<file path="src/rtl/sram_dp_port_ctrl.sv">
`default_nettype none
// ============================================================================
// sram_dp_port_ctrl : valid/ready front end for a 1W/1R dual-port SRAM macro
// Rev 1.0
// ============================================================================
module sram_dp_port_ctrl #(
   parameter int DATA_WIDTH   = 32,
   parameter int ADDR_WIDTH   = 8,
   parameter int READ_LATENCY = 1,
   parameter int RESP_DEPTH   = 4
) (
   input  logic                  clock,
   input  logic                  reset,
   input  logic                  wr_valid,
   output logic                  wr_ready,
   input  logic [ADDR_WIDTH-1:0] wr_addr,
   input  logic [DATA_WIDTH-1:0] wr_data,
   input  logic                  rd_valid,
   output logic                  rd_ready,
   input  logic [ADDR_WIDTH-1:0] rd_addr,
   output logic                  resp_valid,
   input  logic                  resp_ready,
   output logic [DATA_WIDTH-1:0] resp_data,
   output logic                  sram_csb0,
   output logic [ADDR_WIDTH-1:0] sram_addr0,
   output logic [DATA_WIDTH-1:0] sram_din0,
   output logic                  sram_csb1,
   output logic [ADDR_WIDTH-1:0] sram_addr1,
   input  logic [DATA_WIDTH-1:0] sram_dout1,
   output logic                  busy
);

   localparam int CW = $clog2(RESP_DEPTH + 1) + 1;
   localparam int PW = (RESP_DEPTH > 1) ? $clog2(RESP_DEPTH) : 1;

   logic                    wr_fire;
   logic                    rd_fire;
   logic                    hazard;
   logic                    credit_ok;
   logic                    push;
   logic                    pop;
   logic [READ_LATENCY-1:0] inflight;
   logic [CW-1:0]           inflight_count;
   logic [CW-1:0]           fifo_count;
   logic [CW-1:0]           occupancy;
   logic [PW-1:0]           wr_ptr;
   logic [PW-1:0]           rd_ptr;
   logic [DATA_WIDTH-1:0]   fifo_mem [RESP_DEPTH];

   function automatic logic [PW-1:0] ptr_next(input logic [PW-1:0] p);
      return (p == PW'(RESP_DEPTH - 1)) ? '0 : p + 1'b1;
   endfunction

   // Write port: writes are never stalled, strobes pass straight through.
   assign wr_ready   = !reset;
   assign wr_fire    = wr_valid & wr_ready;
   assign sram_csb0  = !wr_fire;
   assign sram_addr0 = wr_addr;
   assign sram_din0  = wr_data;

   // The macro leaves same-cycle same-address R/W undefined, so the read waits.
   assign hazard     = wr_fire & rd_valid & (rd_addr == wr_addr);
   assign pop        = resp_valid & resp_ready;
   assign occupancy  = fifo_count + inflight_count - CW'(pop);
   assign credit_ok  = occupancy < CW'(RESP_DEPTH);
   assign rd_ready   = !reset & credit_ok & !hazard;
   assign rd_fire    = rd_valid & rd_ready;
   assign sram_csb1  = !rd_fire;
   assign sram_addr1 = rd_addr;

   always_comb begin
      inflight_count = '0;
      for (int i = 0; i < READ_LATENCY; i++) begin
         inflight_count = inflight_count + CW'(inflight[i]);
      end
   end

   generate
      if (READ_LATENCY == 1) begin : g_pipe_single
         always_ff @(posedge clock) begin
            if (reset) inflight <= '0;
            else       inflight <= rd_fire;
         end
      end else begin : g_pipe_multi
         always_ff @(posedge clock) begin
            if (reset) inflight <= '0;
            else       inflight <= {inflight[READ_LATENCY-2:0], rd_fire};
         end
      end
   endgenerate

   // Last pipeline stage marks the cycle sram_dout1 holds valid read data.
   assign push = inflight[READ_LATENCY-1];

   always_ff @(posedge clock) begin
      if (push && !reset) fifo_mem[wr_ptr] <= sram_dout1;
   end

   always_ff @(posedge clock) begin
      if (reset) begin
         wr_ptr     <= '0;
         rd_ptr     <= '0;
         fifo_count <= '0;
      end else begin
         if (push) wr_ptr <= ptr_next(wr_ptr);
         if (pop)  rd_ptr <= ptr_next(rd_ptr);
         case ({push, pop})
            2'b10:   fifo_count <= fifo_count + 1'b1;
            2'b01:   fifo_count <= fifo_count - 1'b1;
            default: fifo_count <= fifo_count;
         endcase
      end
   end

   assign resp_valid = (fifo_count != '0);
   assign resp_data  = fifo_mem[rd_ptr];
   assign busy       = (inflight_count != '0) | (fifo_count != '0);

endmodule
`default_nettype wire

</file>
<file path="config.mk">
export PLATFORM = sky130hd
export DESIGN_NAME = sram_dp_port_ctrl
export DESIGN_NICKNAME = d
export VERILOG_FILES = /design/src/rtl/sram_dp_port_ctrl.sv
export SDC_FILE = /design/constraint.sdc
export NUM_CORES = 1
export LEC_CHECK = 0
export ABC_AREA = 1
export BUFFER_PORTS_ARGS = -buffer_cell sky130_fd_sc_hd__buf_2
export CAP_MARGIN = 20
export CELL_PAD_IN_SITES_DETAIL_PLACEMENT = 0
export CELL_PAD_IN_SITES_GLOBAL_PLACEMENT = 1
export CORE_MARGIN = 2
export CORE_UTILIZATION = 42
export CTS_BUF_LIST = sky130_fd_sc_hd__clkbuf_4 sky130_fd_sc_hd__clkbuf_8
export DETAILED_ROUTE_END_ITERATION = 12
export GPL_TIMING_DRIVEN = 0
export PLACE_DENSITY_LB_ADDON = 0.1
export REMOVE_ABC_BUFFERS = 1
export SYNTH_ARGS = -nofsm -noshare
export SYNTH_HDL_FRONTEND = slang
export SYNTH_SLANG_ARGS = --single-unit
</file>
<file path="constraint.sdc">
create_clock -name clock -period 3.2 [get_ports clock]
set_input_delay 0.48 -clock clock [delete_from_list [all_inputs] [get_ports clock]]
set_output_delay 0.48 -clock clock [all_outputs]
set_load 0.02 [all_outputs]
</file>
# Word-level counts from Yosys, hierarchy flattened
# Memory sizes are Yosys's and may differ from the RTL's. A register that Yosys moved wholly into a read port is not among the register bits.
# Index checks and enable logic that the tools add are counted.
# Widths: inputs -> output; s select.
dict set report word_totals {
  regBits 9
  ramBits 128
  inputBits 85
  out_inout_bits 86
  memories 1
}
dict set report op_classes {
  n_addsub 6
  magnitude_cmp 1
  n_eq_ne 5
  mux 7
  bitwise 8
  reduce_logical 7
}
# memory depth width read_ports rd_clocked_by_memory_dff wr line_no
set memory_table {}
lappend memory_table {fifo_mem 4 32 1 1 1 48} ;# logic [DATA_WIDTH-1:0] fifo_mem [RESP_DEPTH];
# operator count
set op_table {}
lappend op_table {{$eq 8x8->1} 1}
lappend op_table {{$mux 2} 4}
lappend op_table {{$pmux 4 s2} 1}
lappend op_table {{$and 1x1->1} 7}
lappend op_table {{$eq 2x2->1 const B} 3}
lappend op_table {{$add 2x1->2 const B} 2}
lappend op_table {{$add 4x1->4} 1}
lappend op_table {{$add 4x1->4 const B} 1}
lappend op_table {{$logic_not 1->1} 4}
lappend op_table {{$lt 4x3->1 const B} 1}
lappend op_table {{$reduce_bool 4->1} 1}
lappend op_table {{$sub 4x1->4} 1}
lappend op_table {{$sub 4x1->4 const B} 1}
lappend op_table {{$eq 2x1->1 const B} 1}
lappend op_table {{$mux 1} 2}
lappend op_table {{$reduce_bool 2->1} 1}
lappend op_table {{$logic_and 1x1->1} 1}
lappend op_table {{$or 1x1->1} 1}

# Logic depth before layout (Yosys ltp)
dict set report logic_depth {
  depth_word 8
  ltp_mapped 13
}

# Least setup slack after synthesis
# No wires, ideal clock.
dict set report synth_path {
  path_kind {input to register}
  startpoint {input reset}
  endpoint {memory fifo_mem[0][0], enable pin}
  arrival_ns 2.159
  t_required_ns 2.779
  path_slack_ns 0.619
  stages 3
  path_cell_list {clkinv_1 -> nand2_1 -> nor2_1}
}
dict set report synth_between {
  elab_chain_len 4
}
# element line_no
set synth_rtl {}
lappend synth_rtl {{start: declaration} 13} ;# input logic reset,
lappend synth_rtl {{$logic_not 1->1} 96} ;# if (push && !reset) fifo_mem[wr_ptr] <= sram_dout1;
lappend synth_rtl {{$logic_and 1x1->1} 96}
lappend synth_rtl {{$mux 1} 96}
lappend synth_rtl {{$mux 1 (not written as such)} 96}
lappend synth_rtl {{end: declaration} 48}
# No other way between the ends.

==> Flow_metrics.wiki <==
{| class="wikitable"
! Metric !! Value
|-
| Run status || finished clean
|-
| Detailed-router iteration count before antenna repair || 6
|-
| Global route overflow || 0
|-
| RSZ-0062 raised after global routing || false
|-
| Area share of the largest cell type after synthesis || between 60% and 70%
|-
| Setup violation total in the final timing report || 0
|-
| Main combinational cell family by area after synthesis || compound AO/OA/AOI/OAI gates
|-
| Final total negative setup slack || 0 ns
|-
| Maximum clock skew at final layout || 0.00700 ns
|-
| IO Pins || 171
|-
| Fraction of the cycle the final worst path needs || 88.1%
|-
| Weighted congestion at the end of routability-driven global placement || 0.798
|-
| Relative slew margins || 49.3%
|-
| Pwr Density || ~810 mW/mm²
|-
| Worst hold-check path type || in2reg
|-
| Number of maximum-capacitance constraint violations || 0
|-
| Post-synthesis compound-gate area fraction || 10.6%
|-
| Max-slew violation total from the final report || 0
|-
| Avg Cell Area, Syn || about 12 µm²
|-
| Classification of the worst setup path || reg2out
|-
| Most area-hungry cell type in the Yosys netlist || edfxtp_1
|-
| Synth unique cells || 32
|-
| Number of filler instances in the final layout || 1254
|-
| Die width || approximately 120 µm
|-
| Peak supply drop || 0.482 mV
|-
| Estimated wirelength of the detail-placed design || 8050 µm
|-
| Netlist Area Pre-Place || 0.00599 mm²
|-
| Post-synthesis sequential area ratio || 67.8%
|-
| Share of layout cells above drive strength 1 || 29.4%
|-
| Vias per cell || between 5 and 6
|-
| Number of antenna violations at the first check in global routing || 2
|-
| Critical path required time || 2.72 ns
|-
| Hold Fails Final Rpt || 0
|-
| Area growth from synthesis to layout || 14.3%
|-
| Area of the die || roughly 0.015 mm²
|-
| Clock insertion delay at the later pin of the skew report || 0.43 ns
|-
| Clock tree from TritonCTS || yes
|-
| CTS Root Buffer Type || clkbuf_8
|-
| Effective utilization at floorplan || 43.0%
|-
| Diode insertion count for antenna repair || 0
|-
| DRC violation total after the first TritonRoute iteration || 270
|-
| Number of input and output port buffers inserted || 106
|-
| Leading cell types by total area after synthesis || edfxtp_1 64%, buf_4 6.0%, nor2_1 5.0%
|-
| Worst Tran Pin Value || 0.761 ns
|-
| Post-route worst hold slack || 0.258 ns
|-
| Clock transition at the registers of the reported paths || 0.07 ns
|-
| Pin count of the biggest net entering global routing || 65
|-
| Total setup buffers inserted after CTS || 0
|-
| Layout Nets || 649
|-
| DRC violation count after routing || 0
|-
| H-tree Lvls || 4
|-
| Element type at the critical path end || primary output
|-
| Post-synth EDFFs || 128
|-
| Mux share of post-synthesis cell area || 0%
|-
| Std-Cell Core Area || 0.0139 mm²
|-
| Simple-gate share of the synthesized area || 9.40%
|-
| Worst-path maximum fanout || 64
|-
| Total clock buffers created by CTS || 17
|-
| Synth top cells by count || 128 x edfxtp_1, 80 x nor2_1, 56 x o21ai_0
|-
| Synthesized instance count || 490
|-
| ANT nets after route || 0
|-
| Xor and xnor fraction of the mapped netlist area || 0.439%
|-
| Startpoint type of the worst setup path || register
|-
| Share of synthesized registers carrying an async set or reset || 0%
|-
| Worst EP arrival || 2.34 ns
|-
| Overall track demand over capacity in global routing || 17.5%
|-
| Leakage || about 2.6 nW
|-
| Cell area after placement || 0.00647 mm²
|-
| #FFs+latches synth || 139
|-
| Predominant post-synthesis flop cell || edfxtp_1
|-
| Vias after detailed routing || roughly 3800
|-
| Cell area after layout || 0.00685 mm²
|-
| Most frequent cell after synthesis || edfxtp_1
|-
| Post-Layout Cell Count || 745
|-
| CTS Hold Buffers Added || 0
|-
| Fmax || 355 MHz
|-
| Number of sinks handled by clock tree synthesis || 139
|-
| Routed len/inst || between 15 and 20 µm
|-
| Row cnt || 43
|-
| Inst Count DP || 714
|-
| Vertical extent of the die || 123 µm
|-
| Detailed-route wire length || approximately 13000 µm
|-
| Min cycle time layout || 2.82 ns
|-
| Adder-cell share of the synthesized area || under 10%
|-
| Synth Warn # || 0
|-
| Maximum number of buffers from clock root to sink || 2
|-
| First-pass GRT wire length || 19000 µm
|-
| Vias in the first global route || 3563
|}
-- per-layer routing --
layer | GRT usage [%] | wire length (µm)
met1 | 19.5 | 5130
met2 | 27.7 | 5840
met3 | 10.1 | 1310
met4 | 5.47 | 177
met5 | 4.51 | 82
-- flip-flops by register name, indices dropped and copies added, names as in the netlist, named ones only --
signal / count
fifo_count: 4
wr_ptr: 2
fifo_mem: 128
inflight: 1
rd_ptr: 2
-- critical path: stages (launching register included) --
cell     delay (ns)
dfxtp_2        0.55
buf_16         0.28
inv_4          0.47
o21ai_0        0.17
o22ai_1        0.19
buf_2          0.20
-- through the flow --
step / utilization, % / total power, mW / worst slack (ns)
after detailed placement: 46.4 / 4.29 / 0.439
after CTS: 49.2 / 5.65 / 0.298
final: 49.2 / 5.57 / 0.381
after global placement: 45.2 / 4.19 / -0.977
after global routing: 49.2 / 5.94 / 0.178
after floorplan: - / 3.56 / 0.437
-- where the power goes --
part	leakage (nW)	switching (mW)	total, mW	internal [mW]
clock network	0.200	0.588	1.35	0.764
logic	1.12	1.29	1.96	0.677
registers	1.24	0.143	2.25	2.11
-- cells by family after synthesis --
kind of cell / after synthesis
xor+xnor: 3
fa+ha+maj: 11
compound gates: 115
flops: 139
simple gates: 124
buf+inv: 98
-- layout by cell type (no fill, tap or decap) --
cell type,Yosys,final
nor2_4,2,6
inv_2,4,3
inv_1,25,25
a211oi_2,1,1
o211a_1,2,2
clkbuf_8,0,17
buf_12,0,4
a211oi_1,1,1
nand2_1,21,21
xor2_1,1,1
nand2_2,7,7
edfxtp_1,128,128
buf_16,0,2
clkbuf_4,0,2
o21ai_1,16,16
o21ai_0,56,56
buf_2,2,106
o22ai_1,32,32
dfxtp_1,11,10
xnor2_1,2,2
inv_4,0,1
nor2_2,1,1
or2_0,1,1
nor2_1,80,76
nand3_4,1,1
dfxtp_2,0,1
fa_1,1,1
nand3_1,4,4
clkinv_2,0,5
nand3b_1,1,1
clkinv_1,1,5
bufinv_16,0,3
a21oi_1,7,7
ha_1,10,10
nand3_2,5,5
nor3_2,1,1
-- layout make-up --
cell class	instances	area (µm²)	share of cell area (%)
clock buffers	19	249	3.63
clock inverters	12	130	1.90
inverters	30	115	1.68
multi-input cells	253	1400	20.4
flip-flops and latches	139	4070	59.3
well taps	180	225	3.29
repair buffers	112	666	9.72
-- path summary, 6_finish.rpt --
kind | start | to | slack [ns] | depth (start not counted)
max | register | resp_data[7] | 0.38 | 5
min | sram_dout1[12] | fifo_mem[3][12] | 0.26 | 1
max reg2reg | inflight | fifo_mem[2][6] | 1.29 | 3
min reg2reg | fifo_count[3] | fifo_count[3] | 0.50 | 2
-- repair_timing --
item,CTS,global route
setup endpoints to repair,5,0
endpoints found under the hold margin,0,0
gates resized for setup,1,0
No activity file was read; power rests on OpenSTA's default activity.
